## config.mk

```make
export PLATFORM = sky130hd
export DESIGN_NAME = apb2iob_reg_flat
export DESIGN_NICKNAME = d
export VERILOG_FILES = /design/src/rtl/apb2iob_reg_if.sv /design/src/rtl/apb2iob_reg.sv /design/src/flat_wrapper.sv
export SDC_FILE = /design/constraint.sdc
export NUM_CORES = 1
export LEC_CHECK = 0
export ABC_AREA = 1
export CORE_ASPECT_RATIO = 1.1
export CORE_UTILIZATION = 35
export CTS_BUF_LIST = sky130_fd_sc_hd__clkbuf_8
export DETAILED_ROUTE_END_ITERATION = 6
export HOLD_SLACK_MARGIN = 0.03
export PLACE_DENSITY = 0.72
export SYNTH_ARGS = -nofsm -noshare
export SYNTH_HDL_FRONTEND = slang
export SYNTH_SLANG_ARGS = --single-unit
export TNS_END_PERCENT = 20
```

## constraint.sdc

```tcl
create_clock -name clk_i -period 4.49 [get_ports clk_i]
set_input_delay 0.449 -clock clk_i [delete_from_list [all_inputs] [get_ports clk_i]]
set_output_delay 0.449 -clock clk_i [all_outputs]
set_load 0.03 [all_outputs]
```

## src/rtl/apb2iob_reg_if.sv

```systemverilog
// Bus bundle for the registered APB4-to-IOb bridge: APB slave side plus IOb master side.
// The slave modport is the bridge's view; master is the view of whatever drives APB and serves IOb.
interface apb2iob_reg_if #(
  parameter int APB_ADDR_W = 32,
  parameter int APB_DATA_W = 32,
  parameter int ADDR_W     = APB_ADDR_W,
  parameter int DATA_W     = APB_DATA_W
);
  logic                    apb_sel_i;
  logic                    apb_enable_i;
  logic                    apb_write_i;
  logic [APB_ADDR_W-1:0]   apb_addr_i;
  logic [APB_DATA_W-1:0]   apb_wdata_i;
  logic [APB_DATA_W/8-1:0] apb_wstrb_i;
  logic                    apb_ready_o;
  logic [APB_DATA_W-1:0]   apb_rdata_o;
  logic                    apb_slverr_o;

  logic                    iob_avalid_o;
  logic [ADDR_W-1:0]       iob_addr_o;
  logic [DATA_W-1:0]       iob_wdata_o;
  logic [DATA_W/8-1:0]     iob_wstrb_o;
  logic                    iob_rvalid_i;
  logic [DATA_W-1:0]       iob_rdata_i;
  logic                    iob_ready_i;

  modport slave (
    input  apb_sel_i, apb_enable_i, apb_write_i, apb_addr_i, apb_wdata_i, apb_wstrb_i,
    output apb_ready_o, apb_rdata_o, apb_slverr_o,
    output iob_avalid_o, iob_addr_o, iob_wdata_o, iob_wstrb_o,
    input  iob_rvalid_i, iob_rdata_i, iob_ready_i
  );

  modport master (
    output apb_sel_i, apb_enable_i, apb_write_i, apb_addr_i, apb_wdata_i, apb_wstrb_i,
    input  apb_ready_o, apb_rdata_o, apb_slverr_o,
    input  iob_avalid_o, iob_addr_o, iob_wdata_o, iob_wstrb_o,
    output iob_rvalid_i, iob_rdata_i, iob_ready_i
  );
endinterface

```

## src/rtl/apb2iob_reg.sv

```systemverilog
// Registered APB4 slave to IOb master bridge (IDLE/REQ/RESP/DONE, one transfer outstanding).
// Define APB2IOB_TIMEOUT_EN to add a REQ/RESP timeout that completes the transfer with PSLVERR.
module apb2iob_reg #(
  parameter int APB_ADDR_W = 32,
  parameter int APB_DATA_W = 32,
  parameter int ADDR_W     = APB_ADDR_W,
  parameter int DATA_W     = APB_DATA_W,
  parameter int TIMEOUT_W  = 8
) (
  input  logic          clk_i,
  input  logic          rst_i,
  apb2iob_reg_if.slave  bus
);
  localparam int STRB_W = DATA_W / 8;

  if (ADDR_W > APB_ADDR_W) begin : g_bad_addr_w
    $error("ADDR_W must not exceed APB_ADDR_W");
  end
  if (DATA_W != APB_DATA_W) begin : g_bad_data_w
    $error("DATA_W must equal APB_DATA_W");
  end
  if (TIMEOUT_W < 1) begin : g_bad_timeout_w
    $error("TIMEOUT_W must be at least 1");
  end

  typedef enum logic [1:0] {
    ST_IDLE = 2'd0,
    ST_REQ  = 2'd1,
    ST_RESP = 2'd2,
    ST_DONE = 2'd3
  } state_t;

  state_t              state_reg, state_next;
  logic [ADDR_W-1:0]   addr_reg, addr_next;
  logic [DATA_W-1:0]   wdata_reg, wdata_next;
  logic [STRB_W-1:0]   wstrb_reg, wstrb_next;
  logic                write_reg, write_next;
  logic [DATA_W-1:0]   rdata_reg, rdata_next;
  logic                slverr_reg, slverr_next;

  logic                addr_err;
  logic [STRB_W-1:0]   wstrb_in;
  logic                timed_out;

  // Reads carry an all-zero strobe on IOb, so mask each lane with the write flag.
  for (genvar gi = 0; gi < STRB_W; gi++) begin : g_strb
    assign wstrb_in[gi] = bus.apb_wstrb_i[gi] & bus.apb_write_i;
  end

  if (APB_ADDR_W > ADDR_W) begin : g_addr_chk
    assign addr_err = |bus.apb_addr_i[APB_ADDR_W-1:ADDR_W];
  end else begin : g_no_addr_chk
    assign addr_err = 1'b0;
  end

`ifdef APB2IOB_TIMEOUT_EN
  localparam logic [TIMEOUT_W-1:0] TO_LAST = {TIMEOUT_W{1'b1}} - 1'b1;

  logic [TIMEOUT_W-1:0] to_cnt_reg, to_cnt_next;

  // Fires on the cycle whose edge would take the counter to its all-ones value.
  assign timed_out = (state_reg == ST_REQ || state_reg == ST_RESP) && (to_cnt_reg == TO_LAST);

  always_comb begin
    to_cnt_next = to_cnt_reg;
    if (state_reg == ST_IDLE) begin
      to_cnt_next = '0;
    end else if (state_reg == ST_REQ || state_reg == ST_RESP) begin
      to_cnt_next = to_cnt_reg + 1'b1;
    end
  end

  always_ff @(posedge clk_i) begin
    if (rst_i) begin
      to_cnt_reg <= '0;
    end else begin
      to_cnt_reg <= to_cnt_next;
    end
  end
`else
  assign timed_out = 1'b0;
`endif

  always_comb begin
    state_next  = state_reg;
    addr_next   = addr_reg;
    wdata_next  = wdata_reg;
    wstrb_next  = wstrb_reg;
    write_next  = write_reg;
    rdata_next  = rdata_reg;
    slverr_next = 1'b0;
    case (state_reg)
      ST_IDLE: begin
        if (bus.apb_sel_i) begin
          addr_next  = bus.apb_addr_i[ADDR_W-1:0];
          wdata_next = bus.apb_wdata_i;
          write_next = bus.apb_write_i;
          wstrb_next = wstrb_in;
          if (addr_err) begin
            state_next  = ST_DONE;
            slverr_next = 1'b1;
            rdata_next  = '0;
          end else if (bus.apb_write_i && bus.apb_wstrb_i == '0) begin
            state_next = ST_DONE;
            rdata_next = '0;
          end else begin
            state_next = ST_REQ;
          end
        end
      end
      ST_REQ: begin
        if (bus.iob_ready_i) begin
          if (write_reg) begin
            state_next = ST_DONE;
            rdata_next = '0;
          end else begin
            state_next = ST_RESP;
          end
        end else if (timed_out) begin
          state_next  = ST_DONE;
          slverr_next = 1'b1;
          rdata_next  = '0;
        end
      end
      ST_RESP: begin
        if (bus.iob_rvalid_i) begin
          state_next = ST_DONE;
          rdata_next = bus.iob_rdata_i;
        end else if (timed_out) begin
          state_next  = ST_DONE;
          slverr_next = 1'b1;
          rdata_next  = '0;
        end
      end
      default: begin
        // DONE lasts exactly one cycle; any PSEL seen here belongs to the finished transfer.
        state_next = ST_IDLE;
      end
    endcase
  end

  always_ff @(posedge clk_i) begin
    if (rst_i) begin
      state_reg  <= ST_IDLE;
      addr_reg   <= '0;
      wdata_reg  <= '0;
      wstrb_reg  <= '0;
      write_reg  <= 1'b0;
      rdata_reg  <= '0;
      slverr_reg <= 1'b0;
    end else begin
      state_reg  <= state_next;
      addr_reg   <= addr_next;
      wdata_reg  <= wdata_next;
      wstrb_reg  <= wstrb_next;
      write_reg  <= write_next;
      rdata_reg  <= rdata_next;
      slverr_reg <= slverr_next;
    end
  end

  assign bus.apb_ready_o  = (state_reg == ST_DONE);
  assign bus.apb_slverr_o = slverr_reg;
  assign bus.apb_rdata_o  = rdata_reg;
  assign bus.iob_avalid_o = (state_reg == ST_REQ);
  assign bus.iob_addr_o   = addr_reg;
  assign bus.iob_wdata_o  = wdata_reg;
  assign bus.iob_wstrb_o  = wstrb_reg;

endmodule

```

## src/flat_wrapper.sv

```systemverilog
// flat-port wrapper written by rule: the top's interface ports become plain ports
module apb2iob_reg_flat 
#(
  parameter int APB_ADDR_W = 32,
  parameter int APB_DATA_W = 32,
  parameter int ADDR_W     = APB_ADDR_W,
  parameter int DATA_W     = APB_DATA_W,
  parameter int TIMEOUT_W  = 8
)
  (clk_i, rst_i, bus_apb_sel_i, bus_apb_enable_i, bus_apb_write_i, bus_apb_addr_i, bus_apb_wdata_i, bus_apb_wstrb_i, bus_apb_ready_o, bus_apb_rdata_o, bus_apb_slverr_o, bus_iob_avalid_o, bus_iob_addr_o, bus_iob_wdata_o, bus_iob_wstrb_o, bus_iob_rvalid_i, bus_iob_rdata_i, bus_iob_ready_i);
  apb2iob_reg_if #(.APB_ADDR_W(APB_ADDR_W), .APB_DATA_W(APB_DATA_W), .ADDR_W(ADDR_W), .DATA_W(DATA_W)) bus_i ();
  input  logic clk_i;
  input  logic rst_i;
  input wire logic [$bits(bus_i.apb_sel_i)-1:0] bus_apb_sel_i;
  input wire logic [$bits(bus_i.apb_enable_i)-1:0] bus_apb_enable_i;
  input wire logic [$bits(bus_i.apb_write_i)-1:0] bus_apb_write_i;
  input wire logic [$bits(bus_i.apb_addr_i)-1:0] bus_apb_addr_i;
  input wire logic [$bits(bus_i.apb_wdata_i)-1:0] bus_apb_wdata_i;
  input wire logic [$bits(bus_i.apb_wstrb_i)-1:0] bus_apb_wstrb_i;
  output wire logic [$bits(bus_i.apb_ready_o)-1:0] bus_apb_ready_o;
  output wire logic [$bits(bus_i.apb_rdata_o)-1:0] bus_apb_rdata_o;
  output wire logic [$bits(bus_i.apb_slverr_o)-1:0] bus_apb_slverr_o;
  output wire logic [$bits(bus_i.iob_avalid_o)-1:0] bus_iob_avalid_o;
  output wire logic [$bits(bus_i.iob_addr_o)-1:0] bus_iob_addr_o;
  output wire logic [$bits(bus_i.iob_wdata_o)-1:0] bus_iob_wdata_o;
  output wire logic [$bits(bus_i.iob_wstrb_o)-1:0] bus_iob_wstrb_o;
  input wire logic [$bits(bus_i.iob_rvalid_i)-1:0] bus_iob_rvalid_i;
  input wire logic [$bits(bus_i.iob_rdata_i)-1:0] bus_iob_rdata_i;
  input wire logic [$bits(bus_i.iob_ready_i)-1:0] bus_iob_ready_i;
  assign bus_i.apb_sel_i = bus_apb_sel_i;
  assign bus_i.apb_enable_i = bus_apb_enable_i;
  assign bus_i.apb_write_i = bus_apb_write_i;
  assign bus_i.apb_addr_i = bus_apb_addr_i;
  assign bus_i.apb_wdata_i = bus_apb_wdata_i;
  assign bus_i.apb_wstrb_i = bus_apb_wstrb_i;
  assign bus_apb_ready_o = bus_i.apb_ready_o;
  assign bus_apb_rdata_o = bus_i.apb_rdata_o;
  assign bus_apb_slverr_o = bus_i.apb_slverr_o;
  assign bus_iob_avalid_o = bus_i.iob_avalid_o;
  assign bus_iob_addr_o = bus_i.iob_addr_o;
  assign bus_iob_wdata_o = bus_i.iob_wdata_o;
  assign bus_iob_wstrb_o = bus_i.iob_wstrb_o;
  assign bus_i.iob_rvalid_i = bus_iob_rvalid_i;
  assign bus_i.iob_rdata_i = bus_iob_rdata_i;
  assign bus_i.iob_ready_i = bus_iob_ready_i;
  apb2iob_reg #(.APB_ADDR_W(APB_ADDR_W), .APB_DATA_W(APB_DATA_W), .ADDR_W(ADDR_W), .DATA_W(DATA_W), .TIMEOUT_W(TIMEOUT_W)) u_core (.clk_i(clk_i), .rst_i(rst_i), .bus(bus_i));
endmodule
```

==> impl_metrics.ini <==
[global_routing]
grt_pass1_wl_mm = 18.6
grt-ovfl-total = 0
grt_max_degree = 71
antenna_found_initial = 1
grt_pass1_vias = 3882
grt_usage_pct = 19.2

[setup_path]
crit_fanout = 53
crit_type = reg2reg
cp-end-kind = flip-flop
startpoint = u_core.state_reg[0]
start_kind = flip-flop
cp-endpoint = u_core.bus.apb_rdata_o[14]
cp.required_ps = 4790
path_depth = 9
worstPathArrival_ps = 2840
r2r_end = u_core.bus.apb_rdata_o[14]
rrSetupSlack_ps = 1950
crit_path_max_incr_delay_ps = 890
crit_chain = inv_1 > ha_1 > nand2_1 > nand3_4 > nor2_4 > nand2_2 > nand2_1 > nand2_1 > nor2_1
reg2reg_depth = 9
critical-path-slowest-cell = nor2_4
critPathBufInv = 1
reg2reg_from = u_core.state_reg[0]
cp_common_cell = nand2_1
critPathTopFamily = simple AND/OR/NAND/NOR gates

[yosys]
syn_inst = 560
ys.flop_type = dfxtp_1
syn-mean-instance-area_um2 = 7.36
synth_compound_area_share_pct = 13.1
synthArstFlopShare_pct = 0
syn-cell-area_um2 = 4120
synth_fa_ha_area_share_pct = 1.21
muxShareOfSynthArea_pct = 0
synth_top_family_by_area = simple AND/OR/NAND/NOR gates
yosys-top-cells-count = nor2_1 (168), dfxtp_1 (103), nand2_1 (87)
synth_seq_area_share_pct = 50.0
synthesis.nets = 671
ys_ff_latch = 103
yosys.area_share.xor_xnor_pct = 0
synth_top_area_share_pct = 50.0
yosys_warnings = 0
synth_simple_gate_area_share_pct = 28.2
ys_top_cells_by_area = dfxtp_1 (50%), nor2_1 (15%), nand2_1 (7.9%)
yosysTopAreaCell = dfxtp_1
ys_types = 22
synth.most_common_cell = nor2_1
synth_edf_count = 0

[timing]
setup_viol = 0
hold_violations = 0
drv_slew = 0
worstMarginPinSlew_ps = 1180
finalWorstPathRequiredPeriod_ps = 2540
fin_skew_ps = 14.7
fmax_mhz = 393
finalSetupTns_ps = 0
grt_setup_unrepaired = false
timing.slew.headroom_pct = 21.4
fin_crit_sh_pct = 56.7

[routing]
wl_met2_mm = 5.17
drt_iter0_drc = 334
wl_met1_mm = 5.15
dr_wl_met3_mm = 1.38
vias = 4207
top_layer = met4
wire_per_inst_um = 13.2
antenna_left = 0
viasPerCell = 4.71
firstDrtPassIters = 5
drcViolationCount = 0
wirelength_mm = 11.8

[cts]
clockBufferDepth = 2
post_cts_resized = 0
path_clk_slew_ps = 100
holdBufCountCts = 0
worstSkewPairLatency_ps = 350
cts.sinks = 103
clockRootBuffer = clkbuf_8
cts_htree_levels = 3
cts_made_buffers = 9
tritoncts = built
post_cts_buffers = 0

[floorplanning]
dieArea_um2 = 12200
fp.dieW_um = 105
rows = 41
initial_core_util_pct = 35.9
die_h_um = 116
ioPinCount = 210
core-area_um2 = 11500

[flow_run]
drv_cap = 0

[pwr]
power.total_uw = 4500
p_leak_uw = 0.00252
powerDensity_nw_per_um2 = 710
peakVddDrop_mv = 0.320

[layout]
nets = 852
syn_to_final_growth_pct = 53.8
final_layout_size_suffix_gt1_share_pct = 4.84
diodes = 0
fill_cells = 1111

[status]
status = finished clean

[worst_hold_path]
hold_path_class = reg2reg

[place]
io_buffers = 207
hpwl_mm = 8.36
gp_congestion = 0.820
==> cell type report <==
cell class / count / area (um2) / area share, %
Timing Repair Buffer: 211 / 2100 / 33.2
Sequential cell: 103 / 2060 / 32.5
Multi-Input combinational cell: 396 / 1760 / 27.8
Tap cell: 150 / 188 / 2.96
Clock buffer: 9 / 124 / 1.95
Inverter: 20 / 75.1 / 1.18
Clock inverter: 5 / 28.8 / 0.454
==> cells in the final DEF, fill, tap and decap left out, drive strengths merged, types with 4 or more instances in the layout <==
master and count:
nor2 170, clkdlybuf4s50 207, nand2 90, inv 23, nand3 30, a21oi 35
ha 4, buf 4, dfxtp 103, o21ai 64, clkbuf 9
==> per-stage QoR <==
step,setup WS (ps),cells,hold slack (ps),instance area (um2),util [%]
floorplan,2860,560,459,4120,-
global placement,1830,880,457,6190,53.8
detailed placement,1770,880,463,6190,53.8
CTS,1960,894,477,6340,55.2
global route,1650,894,506,6340,55.2
finish,1950,894,472,6340,55.2
==> worst reg2reg max path: cells and delay by family (launching register included) <==
| family | cells | cell delay (ps) |
|---|---|---|
| fa+ha+maj | 1 | 280 |
| simple gates | 7 | 1720 |
| buf+inv | 1 | 80 |
| flops | 1 | 400 |
==> per-layer routing <==
metal | track usage (%) | up-vias
li1 | - | 2124
met4 | 6.20 | 0
met5 | 0 | -
met3 | 8.27 | 11
met1 | 23.1 | 1891
met2 | 31.1 | 181
==> how the worst min path moves through the flow <==
stage / startpoint / end / slack, ps / depth (start not counted)
after CTS: u_core.bus.iob_wstrb_o[2] / u_core.bus.iob_wstrb_o[2] / 480 / 2
final: u_core.bus.iob_wstrb_o[2] / u_core.bus.iob_wstrb_o[2] / 470 / 2
after global routing: u_core.bus.iob_wstrb_o[2] / u_core.bus.iob_wstrb_o[2] / 510 / 2
after floorplan: u_core.write_reg / u_core.write_reg / 460 / 2
after detailed placement: u_core.bus.iob_wstrb_o[2] / u_core.bus.iob_wstrb_o[2] / 460 / 2
after global placement: u_core.bus.iob_wstrb_o[3] / u_core.bus.iob_wstrb_o[3] / 460 / 2
==> power by group <==
group / switching, uW / internal (uW) / total (uW)
Sequential: 188 / 1250 / 1440
Clock: 304 / 193 / 497
Combinational: 1580 / 987 / 2570
Total: 2070 / 2430 / 4500
==> logic make-up after synthesis <==
logic type,after synthesis
simple gates,291
flops,103
compound gates,100
buf+inv,61
fa+ha+maj,4
other cells,1
Power figures use the tool's default switching activity.
